[src/rtl/mac_seq_ctrl.sv]
// rtl/mac_seq_ctrl.sv - sequences one MAC unit through a programmable-length dot product
module mac_seq_ctrl #(
    parameter int N     = 32,
    parameter int LEN_W = 16
) (
    input  logic             clk,
    input  logic             rst_n,
    input  logic             start,
    input  logic [LEN_W-1:0] length,
    input  logic [31:0]      bias,
    input  logic             din_vld,
    output logic             din_rdy,
    input  logic [N-1:0]     a_din,
    input  logic [N-1:0]     w_din,
    output logic             addend_vld,
    output logic [31:0]      addend_din,
    output logic             multiplicand_vld,
    output logic [N-1:0]     multiplicand_din,
    output logic [N-1:0]     multiplier_din,
    input  logic [31:0]      mac_dout,
    input  logic             mac_dout_vld,
    output logic [31:0]      acc_dout,
    output logic             acc_dout_vld,
    output logic             busy,
    output logic             err
);

    typedef enum logic [2:0] {
        S_IDLE,
        S_LOAD,
        S_ADD,
        S_MUL,
        S_WAIT,
        S_DONE
    } state_t;

    state_t           state;
    logic [LEN_W-1:0] len_r;
    logic [LEN_W-1:0] cnt;
    logic [31:0]      acc;

    // Every output is a register updated alongside the state transition that enters its state.
    always_ff @(posedge clk or negedge rst_n) begin
        if (!rst_n) begin
            state            <= S_IDLE;
            len_r            <= '0;
            cnt              <= '0;
            acc              <= '0;
            din_rdy          <= 1'b0;
            addend_vld       <= 1'b0;
            addend_din       <= '0;
            multiplicand_vld <= 1'b0;
            multiplicand_din <= '0;
            multiplier_din   <= '0;
            acc_dout         <= '0;
            acc_dout_vld     <= 1'b0;
            busy             <= 1'b0;
            err              <= 1'b0;
        end else begin
            // A MAC result outside WAIT is a protocol violation; its data is dropped.
            if (mac_dout_vld && state != S_WAIT) begin
                err <= 1'b1;
            end
            case (state)
                S_IDLE: begin
                    if (start) begin
                        len_r <= length;
                        acc   <= bias;
                        cnt   <= '0;
                        err   <= mac_dout_vld;
                        busy  <= 1'b1;
                        if (length == '0) begin
                            acc_dout_vld <= 1'b1;
                            acc_dout     <= bias;
                            state        <= S_DONE;
                        end else begin
                            din_rdy <= 1'b1;
                            state   <= S_LOAD;
                        end
                    end
                end
                S_LOAD: begin
                    if (din_vld) begin
                        multiplicand_din <= a_din;
                        multiplier_din   <= w_din;
                        din_rdy          <= 1'b0;
                        addend_vld       <= 1'b1;
                        addend_din       <= acc;
                        state            <= S_ADD;
                    end
                end
                S_ADD: begin
                    addend_vld       <= 1'b0;
                    multiplicand_vld <= 1'b1;
                    state            <= S_MUL;
                end
                S_MUL: begin
                    multiplicand_vld <= 1'b0;
                    state            <= S_WAIT;
                end
                S_WAIT: begin
                    if (mac_dout_vld) begin
                        acc <= mac_dout;
                        cnt <= cnt + 1'b1;
                        if (cnt == len_r - 1'b1) begin
                            acc_dout_vld <= 1'b1;
                            acc_dout     <= mac_dout;
                            state        <= S_DONE;
                        end else begin
                            din_rdy <= 1'b1;
                            state   <= S_LOAD;
                        end
                    end
                end
                S_DONE: begin
                    acc_dout_vld <= 1'b0;
                    busy         <= 1'b0;
                    state        <= S_IDLE;
                end
                default: state <= S_IDLE;
            endcase
        end
    end

endmodule

[config.mk]
export PLATFORM = sky130hd
export DESIGN_NAME = mac_seq_ctrl
export DESIGN_NICKNAME = d
export VERILOG_FILES = /design/src/rtl/mac_seq_ctrl.sv
export SDC_FILE = /design/constraint.sdc
export NUM_CORES = 1
export LEC_CHECK = 0
export CAP_MARGIN = 20
export CELL_PAD_IN_SITES_DETAIL_PLACEMENT = 0
export CELL_PAD_IN_SITES_GLOBAL_PLACEMENT = 1
export CORE_ASPECT_RATIO = 1.4
export CORE_MARGIN = 4
export CORE_UTILIZATION = 37
export CTS_CLUSTER_DIAMETER = 30
export DETAILED_ROUTE_END_ITERATION = 16
export GPL_ROUTABILITY_DRIVEN = 0
export MAX_ROUTING_LAYER = met4
export PLACE_DENSITY_LB_ADDON = 0.3
export SYNTH_ARGS = -nofsm -noshare
export SYNTH_HDL_FRONTEND = slang
export SYNTH_SLANG_ARGS = --single-unit
[constraint.sdc]
create_clock -name clk -period 3.78 [get_ports clk]
set_input_delay 0.567 -clock clk [delete_from_list [all_inputs] [get_ports clk]]
set_output_delay 0.567 -clock clk [all_outputs]
set_load 0.02 [all_outputs]
==> results of run 1 <==
-- placed cells by master, fill, tap and decap left out, types with 15 or more instances in the layout --
cell,netlist,routed
a2bb2oi_2,30,30
buf_4,1,15
clkbuf_16,0,39
clkdlybuf4s50_1,0,281
dfrtp_1,201,201
mux2_2,109,109
mux2i_1,34,34
nand2_1,55,55
nor2_1,25,24
o21ai_0,44,44
xor2_1,16,16
-- cell usage after synthesis, types with 3 or more instances --
| library cell | count |
|---|---|
| nor3_1 | 10 |
| nor3b_1 | 3 |
| or3_1 | 4 |
| nor2_1 | 25 |
| nand2_1 | 55 |
| nand3_1 | 12 |
| a21oi_1 | 9 |
| o21ai_0 | 44 |
| nand4_1 | 12 |
| xor2_1 | 16 |
| mux2i_1 | 34 |
| xnor2_1 | 12 |
| dfrtp_1 | 201 |
| a2bb2oi_2 | 30 |
| mux2_2 | 109 |
| buf_2 | 3 |
| or4_1 | 4 |
| buf_6 | 6 |
| nor4_1 | 9 |
| nand2b_1 | 4 |
| clkbuf_1 | 30 |
| inv_1 | 6 |
-- flip-flops by register name, summed over array words and instances (netlist names) --
name	flops
acc_dout	32
err	1
len_r	16
state	3
multiplier_din	32
din_rdy	1
addend_din	32
cnt	16
acc_dout_vld	1
multiplicand_vld	1
addend_vld	1
acc	32
busy	1
multiplicand_din	32
-- cell type report --
class | count | share of cell area [%]
well taps | 306 | 2.88
clock buffers | 47 | 7.79
multi-input cells | 432 | 27.0
clock inverters | 21 | 1.93
inverters | 7 | 0.198
repair buffers | 299 | 22.4
flip-flops and latches | 201 | 37.8
-- final timing paths --
check | cells past startpoint | start | to | slack, ns
worst max-delay path | 8 | len_r[4] | acc_dout[23] | 0.84
worst min-delay path | 1 | rst_n | multiplicand_din[29] | 0.11
worst max register to register | 8 | len_r[4] | acc_dout[23] | 0.84
worst min register to register | 2 | acc[22] | acc[22] | 0.47
max in group asynchronous | 2 | rst_n | acc[28] | 2.66
min in group clk | 2 | acc[22] | acc[22] | 0.47
-- cell families (layout without fill, tap and decap cells) --
kind of cell / after synthesis / in the layout
compound gates: 110 / 110
xor+xnor: 28 / 28
fa+ha+maj: 2 / 2
buf+inv: 49 / 374
flops: 201 / 201
mux: 143 / 143
simple gates: 149 / 149
-- through the flow --
stage | utilization (%) | hold WS, ns | setup WS (ns)
2_1_floorplan | - | 0.271 | 1.16
3_3_place_gp | 51.4 | 0.456 | 0.892
3_5_place_dp | 51.4 | 0.465 | 0.842
4_1_cts | 56.9 | 0.144 | 0.841
5_1_grt | 56.9 | 0.167 | 0.577
6_report | 56.9 | 0.110 | 0.838
-- routing by layer --
metal	vias up	global-route usage (%)	share of wire [%]
met2	209	35.0	53
met3	44	4.69	6.4
li1	3087	-	-
met5	-	-	0
met4	0	6.81	3.0
met1	3149	21.3	38
-- power by group through the flow --
stage               logic, W  clock network, W  registers, W
floorplan            0.00186                 0       0.00410
global placement     0.00424                 0       0.00353
detailed placement   0.00427                 0       0.00357
CTS                  0.00429           0.00346       0.00354
global route         0.00453           0.00357       0.00366
finish               0.00422           0.00338       0.00353
-- critical path, stage by stage, from the launching register on --
cell and delay, ns:
dfrtp_1 0.50, or4_1 0.71, a2111oi_4 0.36, o21ai_1 0.13, a211oi_1 0.25, nand4_1 0.26
o22ai_4 0.21, buf_12 0.25, a2bb2oi_2 0.08
==> results.ini, run 1 <==
[cts]
cts_buffer_depth = 3
cts_buffers = 37
ctsHoldBuffers = 0
clk_latency_ns = 0.51
cts_tree = yes
clock-sinks = 201
clk_pin_slew_worst_paths_ns = 0.05
cts.htree.levels = 2
cts_root_buf = clkbuf_16
post_cts_buffers = 0
cts_resized = 0

[yosys]
syn_area_per_cell_um2 = 13.0
synthCells = 682
synth_area_leaders = dfrtp_1 (57%), mux2_2 (14%), a2bb2oi_2 (5.1%), mux2i_1 (3.9%), o21ai_0 (2.5%)
synth_top_area_cell = dfrtp_1
ys_ff_latch = 201
synth-edff-count = 0
synth_compound_area_share_pct = 11.1
synth_cell_type_count = 58
ys_seq_area_share_pct = 56.9
synth_top_area_share_pct = 56.9
synth_simple_gate_area_share_pct = 8.51
synth_top_family_by_area = multiplexers
synth.mux.area_fraction_pct = 17.7
yosys_warnings = 0
synth_xor_area_share_pct = 2.78
synthAdderAreaFrac_pct = 0.283
syn-num-nets = 833
synth_flop_cell = dfrtp_1
synth_area_um2 = 8840
synth-async-reset-ratio_pct = 100

[cells_and_area]
syn_to_final_growth_pct = 50.5
final_area_um2 = 13300
regArea_um2 = 5030
num_antenna_cells = 0
fill_cells = 2009
multi_input_area_um2 = 3590
layout.nets = 1129
layout-drive-gt1-share_pct = 23.2
instances_no_fill = 1313

[timing]
tns_ns = 0
period_share_pct = 77.8
final-max-slew-violation-count = 0
rsz0062_at_grt = false
worst_pin_slew_ns = 0.906
fmax_mhz = 340
relSlewSlack_pct = 39.5
fin_crit_ns = 2.94
finalSetupViolCount = 0
finClkSkew_ns = 0.0307
hold_viol = 0

[detailed_routing]
ant_nets = 0
vias = 6489
wl_per_cell_um = 19.4
drt-initial-drc-count = 222
drc_errors = 0
first_pass_iters = 4
via_per_inst = 4.94
routed_wl_um = 25400

[placed_design]
post-dp-hpwl_um = 19200
dp.cells = 1245
numPortBuffers = 282
placedInstanceArea_um2 = 12000

[power_and_ir_drop]
cellPowerDensity_nw_per_um2 = 837
vdd_ir_drop_max_v = 0.000388
intPower_w = 0.00737
combPwrFrac_pct = 37.9
p_seq_share_pct = 31.7
power_w = 0.0111
netSwitchingFraction_pct = 33.8
p_leak_nw = 5.35
power.switching_w = 0.00376
p_clk_share_pct = 30.4

[critical_path]
end_kind = flip-flop
crit_arrival_ns = 3.30
cp-start-kind = flip-flop
crit_fanout = 32
cp.required_ns = 4.14
crit_type = flip-flop to flip-flop

[grt]
grt_pass1_wl_um = 39800
grt_pass1_vias = 6788
groute.usage.overall_pct = 19.6
antenna_found_initial = 0
overflow = 0
grt_max_degree = 95

[status]
outcome = finished clean

[die]
die_x_um = 139
rows = 66
ioPinCount = 283
dieArea_um2 = 26500
core_um2 = 23400
die_h_um = 191
start_util_pct = 37.8

[worst_hold_path]
worst_hold_path_type = input port to asynchronous set/reset pin

[job]
max-cap-violations = 0

No activity file was read; power rests on OpenSTA's default activity.
==> run 2: changes to the inputs <==
--- a/config.mk
+++ b/config.mk
@@ -10,7 +10,7 @@
 export CELL_PAD_IN_SITES_GLOBAL_PLACEMENT = 1
 export CORE_ASPECT_RATIO = 1.4
 export CORE_MARGIN = 4
-export CORE_UTILIZATION = 37
+export CORE_UTILIZATION = 33
 export CTS_CLUSTER_DIAMETER = 30
 export DETAILED_ROUTE_END_ITERATION = 16
 export GPL_ROUTABILITY_DRIVEN = 0
==> constraint.sdc (replaced) <==
create_clock -name clk -period 2.5 [get_ports clk]
set_input_delay 0.375 -clock clk [delete_from_list [all_inputs] [get_ports clk]]
set_output_delay 0.375 -clock clk [all_outputs]
set_load 0.02 [all_outputs]
==> results.ini, run 2 (synthesized netlist as in run 1, its figures left out) <==
[detailed_routing]
ant_nets = 0
vias = 6790
routed_wl_um = 27200
first_pass_iters = 4
via_per_inst = 4.89
wl_per_cell_um = 19.6
drt-initial-drc-count = 226
drc_errors = 0

[critical_path]
critPathSlowestCell = dfrtp_1
crit_buf_inv = 3
cp-start-kind = flip-flop
critPathTopFamily = simple AND/OR/NAND/NOR gates
reg2reg_from = len_r[1]
end_kind = flip-flop
cp_cell_sequence = inv_2 -> ha_4 -> or3b_4 -> o31ai_2 -> nand4_1 -> nor4_2 -> nand4_2 -> a31oi_4 -> buf_6 -> clkbuf_16 -> a2bb2oi_2
crit_type = flip-flop to flip-flop
crit_arrival_ns = 3.08
crit_start = len_r[1]
crit_fanout = 8
cp.required_ns = 2.92
critPathMaxStageDelay_ns = 0.41

[cells_and_area]
layout_commonest_cell = clkdlybuf4s50_1
syn_to_final_growth_pct = 58.8
layout-drive-gt1-share_pct = 29.1
fill_cells = 2321
layout_common_cells = clkdlybuf4s50_1 (281), dfrtp_1 (199), mux2_2 (109)
num_antenna_cells = 0
instances_no_fill = 1389
layout.nets = 1188

[cts]
cts_root_buf = clkbuf_16
cts_buffers = 37
cts_buffer_depth = 3
cts.htree.levels = 2
clk_pin_slew_worst_paths_ns = 0.05
cts_tree = yes
clock-sinks = 201
clk_latency_ns = 0.51

[die]
die_x_um = 146
rows = 70
ioPinCount = 283
start_util_pct = 33.6
die_h_um = 202
core_um2 = 26300
dieArea_um2 = 29500

[grt]
groute.usage.overall_pct = 18.5
grt_pass1_vias = 7213
grt_pass1_wl_um = 42000
overflow = 0
grt_max_degree = 68
antenna_found_initial = 0

[timing]
finalSetupViolCount = 33
relSlewSlack_pct = 60.5
finClkSkew_ns = 0.0186
worst_pin_slew_ns = 0.592
hold_viol = 0
period_share_pct = 106
fmax_mhz = 376
whs_ns = 0.437
rsz0062_at_grt = true
fin_ws_ns = -0.157
final-max-slew-violation-count = 0
fin_crit_ns = 2.66

[job]
max-cap-violations = 0

[placed_design]
post-dp-hpwl_um = 20000
numPortBuffers = 282
dp.cells = 1305

[power_and_ir_drop]
vdd_ir_drop_max_v = 0.000667
cellPowerDensity_nw_per_um2 = 1240
p_leak_nw = 5.73

[worst_hold_path]
worst_hold_path_type = input port to asynchronous set/reset pin

[status]
violations = setup timing
outcome = finished, violations left

[run 2: layer usage]
| metal | vias to the layer above | track usage [%] | wire (um) |
|---|---|---|---|
| met2 | 250 | 31.9 | 14000 |
| met3 | 55 | 5.43 | 1930 |
| met4 | 0 | 6.56 | 909 |
| met5 | - | - | 0 |
| li1 | 3181 | - | - |
| met1 | 3304 | 20.2 | 10400 |
[run 2: worst register-to-register path, cell delays in order (launching register included)]
cell,delay (ns)
dfrtp_1,0.41
inv_2,0.10
ha_4,0.14
or3b_4,0.40
o31ai_2,0.18
nand4_1,0.17
nor4_2,0.33
nand4_2,0.18
a31oi_4,0.24
buf_6,0.15
clkbuf_16,0.16
a2bb2oi_2,0.13
[run 2: path summary, 6_finish.rpt]
check / to / slack (ns) / cells after the start
worst max-delay path: acc_dout[5] / -0.16 / 11
worst min-delay path: multiplicand_din[11] / 0.44 / 2
worst max register to register: acc_dout[5] / -0.16 / 11
worst min register to register: acc[10] / 0.47 / 2
max in group asynchronous: multiplier_din[1] / 1.22 / 3
min in group clk: acc[10] / 0.47 / 2
[run 2: report_power, final]
group / switching, W / internal [W] / leakage (nW)
clock network: 0.00168 / 0.00325 / 0.612
logic: 0.00347 / 0.00377 / 2.77
registers: 0.000751 / 0.00452 / 2.35
[run 2: layout make-up]
type	count	area [um^2]	area share, %
sequential	201	5030	35.9
multi-input combinational	432	3690	26.3
timing repair buffer	358	3640	25.9
clock buffer	47	1040	7.38
tap	324	405	2.89
clock inverter	20	203	1.44
inverter	7	26.3	0.187
[run 2: what timing repair did]
action,in CTS,in global routing
cloned,2,3
buffers inserted,9,5
gates resized for setup,14,15
pin swaps,4,20
setup endpoints to repair,34,35
hold buffers,1,0
endpoints found under the hold margin,64,0
[run 2: per-stage QoR]
stage | util (%) | total power [W] | TNS [ns] | area [um^2] | setup WS, ns
2_1_floorplan | - | 0.00905 | -0.943 | 8870 | -0.0317
3_3_place_gp | 47.4 | 0.0122 | -4.21 | 12500 | -0.159
3_5_place_dp | 47.4 | 0.0123 | -5.39 | 12500 | -0.213
4_1_cts | 52.8 | 0.0175 | -3.13 | 13900 | -0.125
5_1_grt | 53.4 | 0.0184 | -8.02 | 14000 | -0.264
6_report | 53.4 | 0.0174 | -4.51 | 14000 | -0.157
==> run 3: changes to the inputs <==
--- a/config.mk
+++ b/config.mk
@@ -5,7 +5,7 @@
 export SDC_FILE = /design/constraint.sdc
 export NUM_CORES = 1
 export LEC_CHECK = 0
-export CAP_MARGIN = 20
+export CAP_MARGIN = 25
 export CELL_PAD_IN_SITES_DETAIL_PLACEMENT = 0
 export CELL_PAD_IN_SITES_GLOBAL_PLACEMENT = 1
 export CORE_ASPECT_RATIO = 1.4
@@ -16,6 +16,7 @@
 export GPL_ROUTABILITY_DRIVEN = 0
 export MAX_ROUTING_LAYER = met4
 export PLACE_DENSITY_LB_ADDON = 0.3
+export SKIP_CTS_REPAIR_TIMING = 1
 export SYNTH_ARGS = -nofsm -noshare
 export SYNTH_HDL_FRONTEND = slang
 export SYNTH_SLANG_ARGS = --single-unit
==> results.ini, run 3 (synthesized netlist as in run 1, its figures left out) <==
[grt]
grt_pass1_vias = 7168
overflow = 0
groute.usage.overall_pct = 18.2
grt_max_degree = 68
grt_pass1_wl_um = 41500
antenna_found_initial = 0

[critical_path]
critPathSlowestCell = or4_4
crit_arrival_ns = 3.06
critPathMaxStageDelay_ns = 0.57
r2r_slack_ns = -0.13
end_kind = flip-flop
crit_start = len_r[1]
cp_cell_sequence = or4_4 -> or4_1 -> and4_4 -> a21oi_4 -> nand4_2 -> a31oi_4 -> clkbuf_16 -> a2bb2oi_2
crit_fanout = 8
crit_type = flip-flop to flip-flop
cp.required_ns = 2.92
timing.rr.end = acc_dout[20]
endpoint = acc_dout[20]
r2r_cells = 8
cp-start-kind = flip-flop
reg2reg_from = len_r[1]

[die]
die_x_um = 146
dieArea_um2 = 29500
core_um2 = 26300
start_util_pct = 33.6
ioPinCount = 283
rows = 70
die_h_um = 202

[detailed_routing]
ant_nets = 0
routed_wl_um = 26700
vias = 6742
wl_per_cell_um = 19.3
drc_errors = 0
first_pass_iters = 4
via_per_inst = 4.88
drt-initial-drc-count = 237

[timing]
finalSetupViolCount = 34
rsz0062_at_grt = true
relSlewSlack_pct = 60.8
finClkSkew_ns = 0.0176
final-max-slew-violation-count = 0
hold_viol = 0
fmax_mhz = 380
fin_crit_ns = 2.63
worst_pin_slew_ns = 0.589
fin_ws_ns = -0.133
period_share_pct = 105

[cells_and_area]
instances_no_fill = 1382
layout_commonest_cell = clkdlybuf4s50_1
layout-drive-gt1-share_pct = 28.2
num_antenna_cells = 0
fill_cells = 2323
syn_to_final_growth_pct = 57.2
layout.nets = 1181
final_area_um2 = 13900
layout_common_cells = clkdlybuf4s50_1 (281), dfrtp_1 (199), mux2_2 (109)

[status]
outcome = finished, violations left
violations = setup timing

[cts]
cts_buffer_depth = 3
cts.htree.levels = 2
cts_tree = yes
cts_buffers = 37
cts_root_buf = clkbuf_16
clk_latency_ns = 0.51
clock-sinks = 201
clk_pin_slew_worst_paths_ns = 0.05

[power_and_ir_drop]
vdd_ir_drop_max_v = 0.000667
p_leak_nw = 5.65
cellPowerDensity_nw_per_um2 = 1240

[placed_design]
placedInstanceArea_um2 = 12500
numPortBuffers = 282
dp.cells = 1305
post-dp-hpwl_um = 20000

[job]
max-cap-violations = 0

[worst_hold_path]
worst_hold_path_type = input port to asynchronous set/reset pin

-- run 3: metal layers --
layer	track usage [%]	share of wire (%)	routed length (um)
met4	6.29	3.0	807
met2	31.4	51	13700
met1	20.0	38	10300
met5	-	0	0
met3	5.45	7.3	1950
-- run 3: how the worst min path moves through the flow --
stage / from / end / slack (ns) / cells after the start
after floorplan: rst_n / acc[0] / 0.08 / 0
after global placement: rst_n / multiplicand_din[11] / 0.42 / 1
after detailed placement: rst_n / multiplicand_din[11] / 0.42 / 1
after CTS: rst_n / multiplicand_din[11] / -0.11 / 1
after global routing: rst_n / multiplicand_din[11] / 0.48 / 2
final: rst_n / multiplicand_din[11] / 0.44 / 2
-- run 3: critical path, delay by kind of cell (launching register included) --
| family | cells | cell delay, ns |
|---|---|---|
| and+or+nand+nor | 4 | 1.35 |
| buffers and inverters | 1 | 0.24 |
| DFF | 1 | 0.41 |
| AOI/OAI and AO/OA | 3 | 0.56 |
-- run 3: final cells by class --
| type | count | area [um^2] | area share [%] |
|---|---|---|---|
| clock inverter | 20 | 203 | 1.46 |
| timing repair buffer | 351 | 3540 | 25.5 |
| inverter | 7 | 26.3 | 0.189 |
| tap | 324 | 405 | 2.92 |
| multi-input combinational | 432 | 3650 | 26.3 |
| clock buffer | 47 | 1040 | 7.46 |
| sequential | 201 | 5030 | 36.2 |
-- run 3: power breakdown --
| part | switching, W | leakage, nW | internal [W] | total, W |
|---|---|---|---|---|
| registers | 0.000747 | 2.35 | 0.00452 | 0.00527 |
| logic | 0.00339 | 2.69 | 0.00363 | 0.00703 |
| clock network | 0.00168 | 0.612 | 0.00325 | 0.00493 |
-- run 3: metrics by stage --
step	hold WS (ns)	TNS [ns]	power [W]	setup slack (ns)	utilization, %
finish	0.440	-3.33	0.0172	-0.133	52.9
global route	0.478	-7.87	0.0181	-0.256	52.9
CTS	-0.108	-6.11	0.0173	-0.227	52.1
detailed placement	0.423	-5.39	0.0123	-0.213	47.4
global placement	0.424	-4.21	0.0122	-0.159	47.4
floorplan	0.0794	-0.943	0.00905	-0.0317	-
